<file path="src/rtl/lane_sweep_pkg.sv">
// Shared types and default sizing for the lane sweep block.
// Holds the mode and FSM state encodings used by lane_sweep and lane_if.
package lane_sweep_pkg;

    localparam int N_LANES_DEF = 8;
    localparam int WIDTH_DEF   = 1;

    typedef enum logic {
        MODE_BROADCAST = 1'b0,
        MODE_SWEEP     = 1'b1
    } mode_t;

    typedef enum logic {
        ST_IDLE  = 1'b0,
        ST_SWEEP = 1'b1
    } state_t;

endpackage

</file>
<file path="src/rtl/lane_if.sv">
// Bundle of N_LANES lanes, each WIDTH bits; drv is the writer view, mon the reader view.
// Pure wiring, no state.
interface lane_if
    import lane_sweep_pkg::*;
#(
    parameter int N_LANES = N_LANES_DEF,
    parameter int WIDTH   = WIDTH_DEF
);

    logic [WIDTH-1:0] lanes [N_LANES-1:0];

    modport drv (output lanes);
    modport mon (input lanes);

endinterface

</file>
<file path="src/rtl/lane_sweep.sv">
// Fills a registered lane array in one edge (BROADCAST) or one lane per edge (SWEEP); LANE_SWEEP_INCR_EN adds lane index to swept values.
// Latency: broadcast 1 edge; sweep writes lane k at edge t+1+k, o_done in the cycle after edge t+N_LANES.
// Backpressure: none; i_start is ignored while sweeping, i_abort cancels a sweep or suppresses a start.
module lane_sweep
    import lane_sweep_pkg::*;
#(
    parameter int N_LANES = N_LANES_DEF,
    parameter int WIDTH   = WIDTH_DEF
) (
    input  logic             i_clk,
    input  logic             i_arst_n,
    lane_if.drv              p,
    input  logic             i_start,
    input  logic             i_mode,
    input  logic [WIDTH-1:0] i_value,
    input  logic             i_abort,
    output logic             o_busy,
    output logic             o_done
);

    localparam int            IW       = (N_LANES > 1) ? $clog2(N_LANES) : 1;
    localparam logic [IW-1:0] LAST_IDX = IW'(N_LANES - 1);

    state_t           r_state;
    logic [IW-1:0]    r_idx;
    logic [WIDTH-1:0] r_val;
    logic             r_done;
    logic [WIDTH-1:0] r_lanes     [N_LANES-1:0];
    logic [WIDTH-1:0] w_sweep_dat [N_LANES-1:0];
    logic             w_go;

    assign w_go = i_start && !i_abort;

    for (genvar g = 0; g < N_LANES; g++) begin : g_lane
`ifdef LANE_SWEEP_INCR_EN
        assign w_sweep_dat[g] = r_val + WIDTH'(g);
`else
        assign w_sweep_dat[g] = r_val;
`endif
        assign p.lanes[g] = r_lanes[g];
    end

    // Lane 0 is always written straight from i_value: its increment offset is zero.
    always_ff @(posedge i_clk or negedge i_arst_n) begin
        if (!i_arst_n) begin
            r_state <= ST_IDLE;
            r_idx   <= '0;
            r_val   <= '0;
            r_done  <= 1'b0;
            for (int k = 0; k < N_LANES; k++) begin
                r_lanes[k] <= '0;
            end
        end else begin
            r_done <= 1'b0;
            case (r_state)
                ST_IDLE: begin
                    if (w_go) begin
                        if (mode_t'(i_mode) == MODE_BROADCAST) begin
                            for (int k = 0; k < N_LANES; k++) begin
                                r_lanes[k] <= i_value;
                            end
                            r_done <= 1'b1;
                        end else begin
                            r_lanes[0] <= i_value;
                            r_val      <= i_value;
                            if (N_LANES == 1) begin
                                r_done <= 1'b1;
                            end else begin
                                r_state <= ST_SWEEP;
                                r_idx   <= IW'(1);
                            end
                        end
                    end
                end
                ST_SWEEP: begin
                    if (i_abort) begin
                        r_state <= ST_IDLE;
                        r_idx   <= '0;
                    end else begin
                        // Decoded compare keeps the write inside the array for any N_LANES.
                        for (int k = 0; k < N_LANES; k++) begin
                            if (r_idx == IW'(k)) begin
                                r_lanes[k] <= w_sweep_dat[k];
                            end
                        end
                        if (r_idx == LAST_IDX) begin
                            r_state <= ST_IDLE;
                            r_idx   <= '0;
                            r_done  <= 1'b1;
                        end else begin
                            r_idx <= r_idx + IW'(1);
                        end
                    end
                end
                default: begin
                    r_state <= ST_IDLE;
                    r_idx   <= '0;
                end
            endcase
        end
    end

    assign o_busy = (r_state == ST_SWEEP);
    assign o_done = r_done;

endmodule

</file>
<file path="src/flat_wrapper.sv">
// flat-port wrapper written by rule: the top's interface ports become plain ports
module lane_sweep_flat import lane_sweep_pkg::*;
#(
    parameter int N_LANES = N_LANES_DEF,
    parameter int WIDTH   = WIDTH_DEF
)
  (i_clk, i_arst_n, i_start, i_mode, i_value, i_abort, o_busy, o_done, p_lanes);
  lane_if #(.N_LANES(N_LANES), .WIDTH(WIDTH)) p_i ();
  input  logic i_clk;
  input  logic i_arst_n;
  input  logic i_start;
  input  logic i_mode;
  input  logic [WIDTH-1:0] i_value;
  input  logic i_abort;
  output logic o_busy;
  output logic o_done;
  output wire logic [$bits(p_i.lanes)-1:0] p_lanes;
  assign p_lanes = {>>{p_i.lanes}};
  lane_sweep #(.N_LANES(N_LANES), .WIDTH(WIDTH)) u_core (.i_clk(i_clk), .i_arst_n(i_arst_n), .p(p_i), .i_start(i_start), .i_mode(i_mode), .i_value(i_value), .i_abort(i_abort), .o_busy(o_busy), .o_done(o_done));
endmodule
</file>
<file path="config.mk">
export PLATFORM = sky130hd
export DESIGN_NAME = lane_sweep_flat
export DESIGN_NICKNAME = d
export VERILOG_FILES = /design/src/rtl/lane_sweep_pkg.sv /design/src/rtl/lane_if.sv /design/src/rtl/lane_sweep.sv /design/src/flat_wrapper.sv
export SDC_FILE = /design/constraint.sdc
export NUM_CORES = 1
export LEC_CHECK = 0
export CELL_PAD_IN_SITES_DETAIL_PLACEMENT = 0
export CELL_PAD_IN_SITES_GLOBAL_PLACEMENT = 1
export CORE_UTILIZATION = 38
export CTS_BUF_LIST = sky130_fd_sc_hd__clkbuf_16
export DETAILED_ROUTE_END_ITERATION = 6
export HOLD_SLACK_MARGIN = 0.15
export PLACE_DENSITY_LB_ADDON = 0.05
export SYNTH_ARGS = -nofsm -noshare
export SYNTH_HDL_FRONTEND = slang
export SYNTH_SLANG_ARGS = --single-unit
</file>
<file path="constraint.sdc">
create_clock -name i_clk -period 2 [get_ports i_clk]
set_input_delay 0.4 -clock i_clk [delete_from_list [all_inputs] [get_ports i_clk]]
set_output_delay 0.4 -clock i_clk [all_outputs]
set_load 0.01 [all_outputs]
</file>
---- After elaboration in Yosys (flattened, before gate mapping) ----
Cells that the tools add are included.
word-level totals
  output and inout port bits .............. 10
  bits of input ports ..................... 6
  flip-flop bits (word level) ............. 14
  logic and storage cells ................. 73
cells by class
  multiplexer cells ....................... 27
  add/sub/neg operators ................... 1
  eq/ne operators ......................... 19
  reduce and logical (&&, ||, !) cells .... 13
  bitwise gates (word level) .............. 1
operator list
  operator                                                                  count
  4-bit AND reduction                                                       7
  2-bit inequality test (second input constant)                             11
  1-bit 2-to-1 mux                                                          16
  8-bit 2-to-1 mux                                                          2
  8-bit case mux with 2 select lines                                        1
  3-bit equality test (second input constant)                               4
  3-bit 2-to-1 mux                                                          4
  7-bit 2-to-1 mux                                                          1
  3-bit by 2-bit equality test with 1-bit output (second input constant)    2
  3-bit case mux with 2 select lines                                        1
  3-bit AND reduction                                                       2
  1-bit case mux with 2 select lines                                        2
  3-bit by 1-bit adder with 3-bit output (second input constant)            1
  3-bit by 1-bit equality test with 1-bit output (second input constant)    1
  3-bit zero test                                                           1
  2-bit by 1-bit inequality test with 1-bit output (second input constant)  1
  2-bit AND reduction                                                       1
  1-bit logical AND                                                         1
  1-bit zero test                                                           1
  1-bit NOT                                                                 1

---- Depth between registers and ports, before layout ----
  depth after elaboration ................. 4
  mapped depth ............................ 5
  gate-level depth less buffers ........... 5

---- Worst setup path after synthesis ----
OpenSTA, ideal clock, no wires.
  path kind ............................... register to register
  start ................................... register u_core.r_state (netlist: u_core.o_busy)
  end ..................................... register u_core.r_lanes, in the netlist u_core.p.lanes[7]
  buffers on the path ..................... 1
  clock period less this slack ............ 1,506 ps
  required time ........................... 1,875 ps
  setup slack ............................. 494 ps
  stages on the path, launching flop included .. 5
  arrival time ............................ 1,381 ps
  library setup time ...................... 125 ps
  cell sequence ........................... dfrtp_1 > buf_6 > nor4b_4 > a21o_2 > mux2_2
on the way
  longest elaborated chain between the ends .. 3
  elaborated cells on any way between the ends .. 7
  those cells by class .................... eq/ne (4); mux (1); bitwise (1); reduce/logical (1)
RTL lines
  what                                                                                                        RTL line          RTL
  start, declared                                                                                             lane_sweep.sv:24  state_t r_state;
  start signal, assigned                                                                                      lane_sweep.sv:46  r_state <= ST_IDLE;
  start signal, assigned                                                                                      lane_sweep.sv:69  r_state <= ST_SWEEP;
  start signal, assigned                                                                                      lane_sweep.sv:77  r_state <= ST_IDLE;
  1-bit NOT (no source line)                                                                                  n/a
  2-bit inequality test (no source line) or 2-bit by 1-bit inequality test with 1-bit output (tied branches)  n/a
  4-bit AND reduction (no source line)                                                                        n/a
  end signal, assigned by index                                                                               lane_sweep.sv:60  r_lanes[k] <= i_value;
  end signal, assigned by index                                                                               lane_sweep.sv:83  r_lanes[k] <= w_sweep_dat[k];
  end, declared                                                                                               lane_sweep.sv:28  logic [WIDTH-1:0] r_lanes [N_LANES-1:0];
Several ways; a longest one is shown, not always the timed one.
A chain may end at the register's enable or synchronous reset.

---- Worst setup path in the final report ----
  start ................................... register u_core.r_state (netlist: u_core.o_busy)
  end ..................................... output o_busy
RTL lines
  what           RTL line            RTL
  end, declared  flat_wrapper.sv:15  output logic o_busy;
No word-level cell between the ends.

==> impl_metrics.yaml <==
flow_run:
  drv_cap: 0
sta:
  setup-tns-final_ns: 0
  layout_min_cycle_time_ns: 1.83
  fin_hold_ws_ns: 0.487
  max-slew-margin-rel_pct: 57.0
  post-route-period-util_pct: 91.3
  slew_viol_final: 0
  worstMarginPinSlew_ns: 0.643
  rsz0062_at_grt: "false"
  clock-skew-final_ns: 0.00331
  setup_violations: 0
  hold_viol: 0
  max_freq_ghz: 0.548
finish:
  nNetsFinal: 93
  layout-drive-gt1-share_pct: 16.5
  mostFrequentLayoutCell: "clkdlybuf4s50_1"
  final_cell_mix: "clkdlybuf4s50_1 (15), dfrtp_1 (14), ha_1 (7)"
  diodes: 0
  area_growth_pct: 32.1
worst_hold_path:
  hold_class: "register to register"
  min-delay-start: "u_core.p.lanes[3]"
  hold_path_depth: 1
  worst_hold_path.endpoint: "u_core.p.lanes[3]"
global_routing:
  antenna_found_initial: 0
  first_global_vias: 517
  grt_pass1_wl_um: 2350
  grt-ovfl-total: 0
  grt_max_degree: 15
  grt.total_usage_pct: 15.8
critical_path:
  path_delay_family: "buffers and inverters"
  start_kind: "register"
  cp_data_required_time_ns: 1.60
  path_class: "register to output port"
  cpMaxStageDelayCell: "clkdlybuf4s50_1"
  crit_path_end_kind: "output port"
  rrSetupSlack_ns: 0.40
  worstPathBufferInverterCount: 1
  worstPathMaxFanout: 12
  path_cells: "clkdlybuf4s50_1"
  rr_endpoint: "u_core.p.lanes[7]"
  arrival_ns: 1.43
  slowest_delay_ns: 0.61
  worst-r2r-cell-count: 3
  r2r-start: "u_core.o_busy"
logic_synthesis:
  synth-main-ff-cell: "dfrtp_1"
  syn-mean-instance-area_um2: 12.5
  ys_warn_count: 0
  syn_area_um2: 764
  synth_enable_flop_cells: 0
  synthArstFlopShare_pct: 100
  yosys.area.top_type_share_pct: 45.8
  synth.distinct_cells: 24
  syn-num-nets: 74
  ys_seq_area_share_pct: 45.8
  synth.area.top_cells: "dfrtp_1 (46%), ha_1 (11%), mux2_1 (8.8%), mux2_2 (5.9%), nor4b_4 (3.1%)"
  synth_top_area_cell: "dfrtp_1"
  synth_cells: 61
  synth-seq-cells: 14
routing:
  routed_wl_um: 1330
  wl_met1_um: 636
  highest_layer: "met4"
  dr.pass1.iters: 5
  vias_per_cell: 5.08
  ant_nets: 0
  num_vias: 528
  wl_met2_um: 599
  drtIter0Drc: 3
  drcViolationCount: 0
  wl_per_cell_um: 12.8
  met3_length_um: 71
clocking:
  clk_latency_ns: 0.24
  root_buffer: "clkbuf_16"
  postCtsHoldBufs: 0
  clock-sinks: 14
  cts.repair.resized: 0
  cts.reportedPaths.clkPinSlew_ns: 0.05
  cts_tree: "done"
  cts_made_buffers: 3
  cts_setup_buffers: 0
  h-tree-depth: 1
  cts_buffer_depth: 2
floorplan:
  start_util_pct: 42.4
  dieHeight_um: 46.9
  die_w_um: 46.9
  row_count: 15
  core-area_mm2: 0.00180
  die_area_mm2: 0.00220
  io_pins: 16
place:
  place_congestion: 0.794
  place.detailed.hpwl_um: 958
  io_buffers: 15
power_and_ir_drop:
  leakage_nw: 0.444
  p_per_area_mw_per_mm2: 1030
  power_mw: 1.04
  ir_drop_mv: 1.13
status:
  status: "completed"
==> registers in the layout (all words and copies together) (netlist names) <==
name,cells
u_core.p.lanes,8
u_core.r_idx,3
u_core.o_busy,1
u_core.o_done,1
u_core.r_val,1
==> where the power goes <==
group / switching [mW] / internal, mW
Combinational: 0.111 / 0.166
Clock: 0.110 / 0.264
Sequential: 0.0432 / 0.351
==> synthesized netlist by cell type, types with 2 or more instances <==
cell,count
dfrtp_1,14
ha_1,7
mux2_1,6
inv_1,5
mux2_2,4
a21oi_1,3
a31oi_1,3
buf_6,2
nor2_1,2
==> worst max path at each step <==
stage,startpoint,to,cells past startpoint
3_3_place_gp,i_abort,u_core.p.lanes[7],5
5_1_grt,u_core.o_busy,o_busy,1
6_report,u_core.o_busy,o_busy,1
3_5_place_dp,i_abort,u_core.p.lanes[7],5
4_1_cts,u_core.o_busy,o_busy,1
2_1_floorplan,u_core.o_busy,u_core.p.lanes[7],4
==> final cells by class <==
cell class              count  area (um^2)
flip-flops and latches     14          350
fillers                   161          792
well taps                  25         31.3
inverters                   5         18.8
clock buffers               3         75.1
repair buffers             17          165
clock inverters             1         3.75
multi-input cells          39          365
==> cells by family (layout without fill, tap and decap cells) <==
| family | after synthesis | count (layout) | share of synthesized area (%) |
|---|---|---|---|
| compound gates | 14 | 14 | 13.4 |
| flops | 14 | 14 | 45.8 |
| mux | 10 | 10 | 14.7 |
| simple gates | 8 | 8 | 8.18 |
| buf+inv | 8 | 26 | 6.38 |
| fa+ha+maj | 7 | 7 | 11.5 |
==> metal layers <==
metal,vias to the layer above,global-route usage (%)
li1,252,-
met1,260,20.1
met2,14,24.2
met3,2,6.92
met4,0,5.14
met5,-,0
==> through the flow <==
step                      cell area, um^2  worst slack [ns]  utilization, %  instances
after floorplan                       764             0.494               -         61
final                                1010             0.174            56.0        104
after global placement                931            0.0468            51.7        100
after global routing                 1010             0.104            56.0        104
after detailed placement              931            0.0374            51.7        100
after CTS                            1010             0.175            56.0        104
Power figures use the tool's default switching activity.
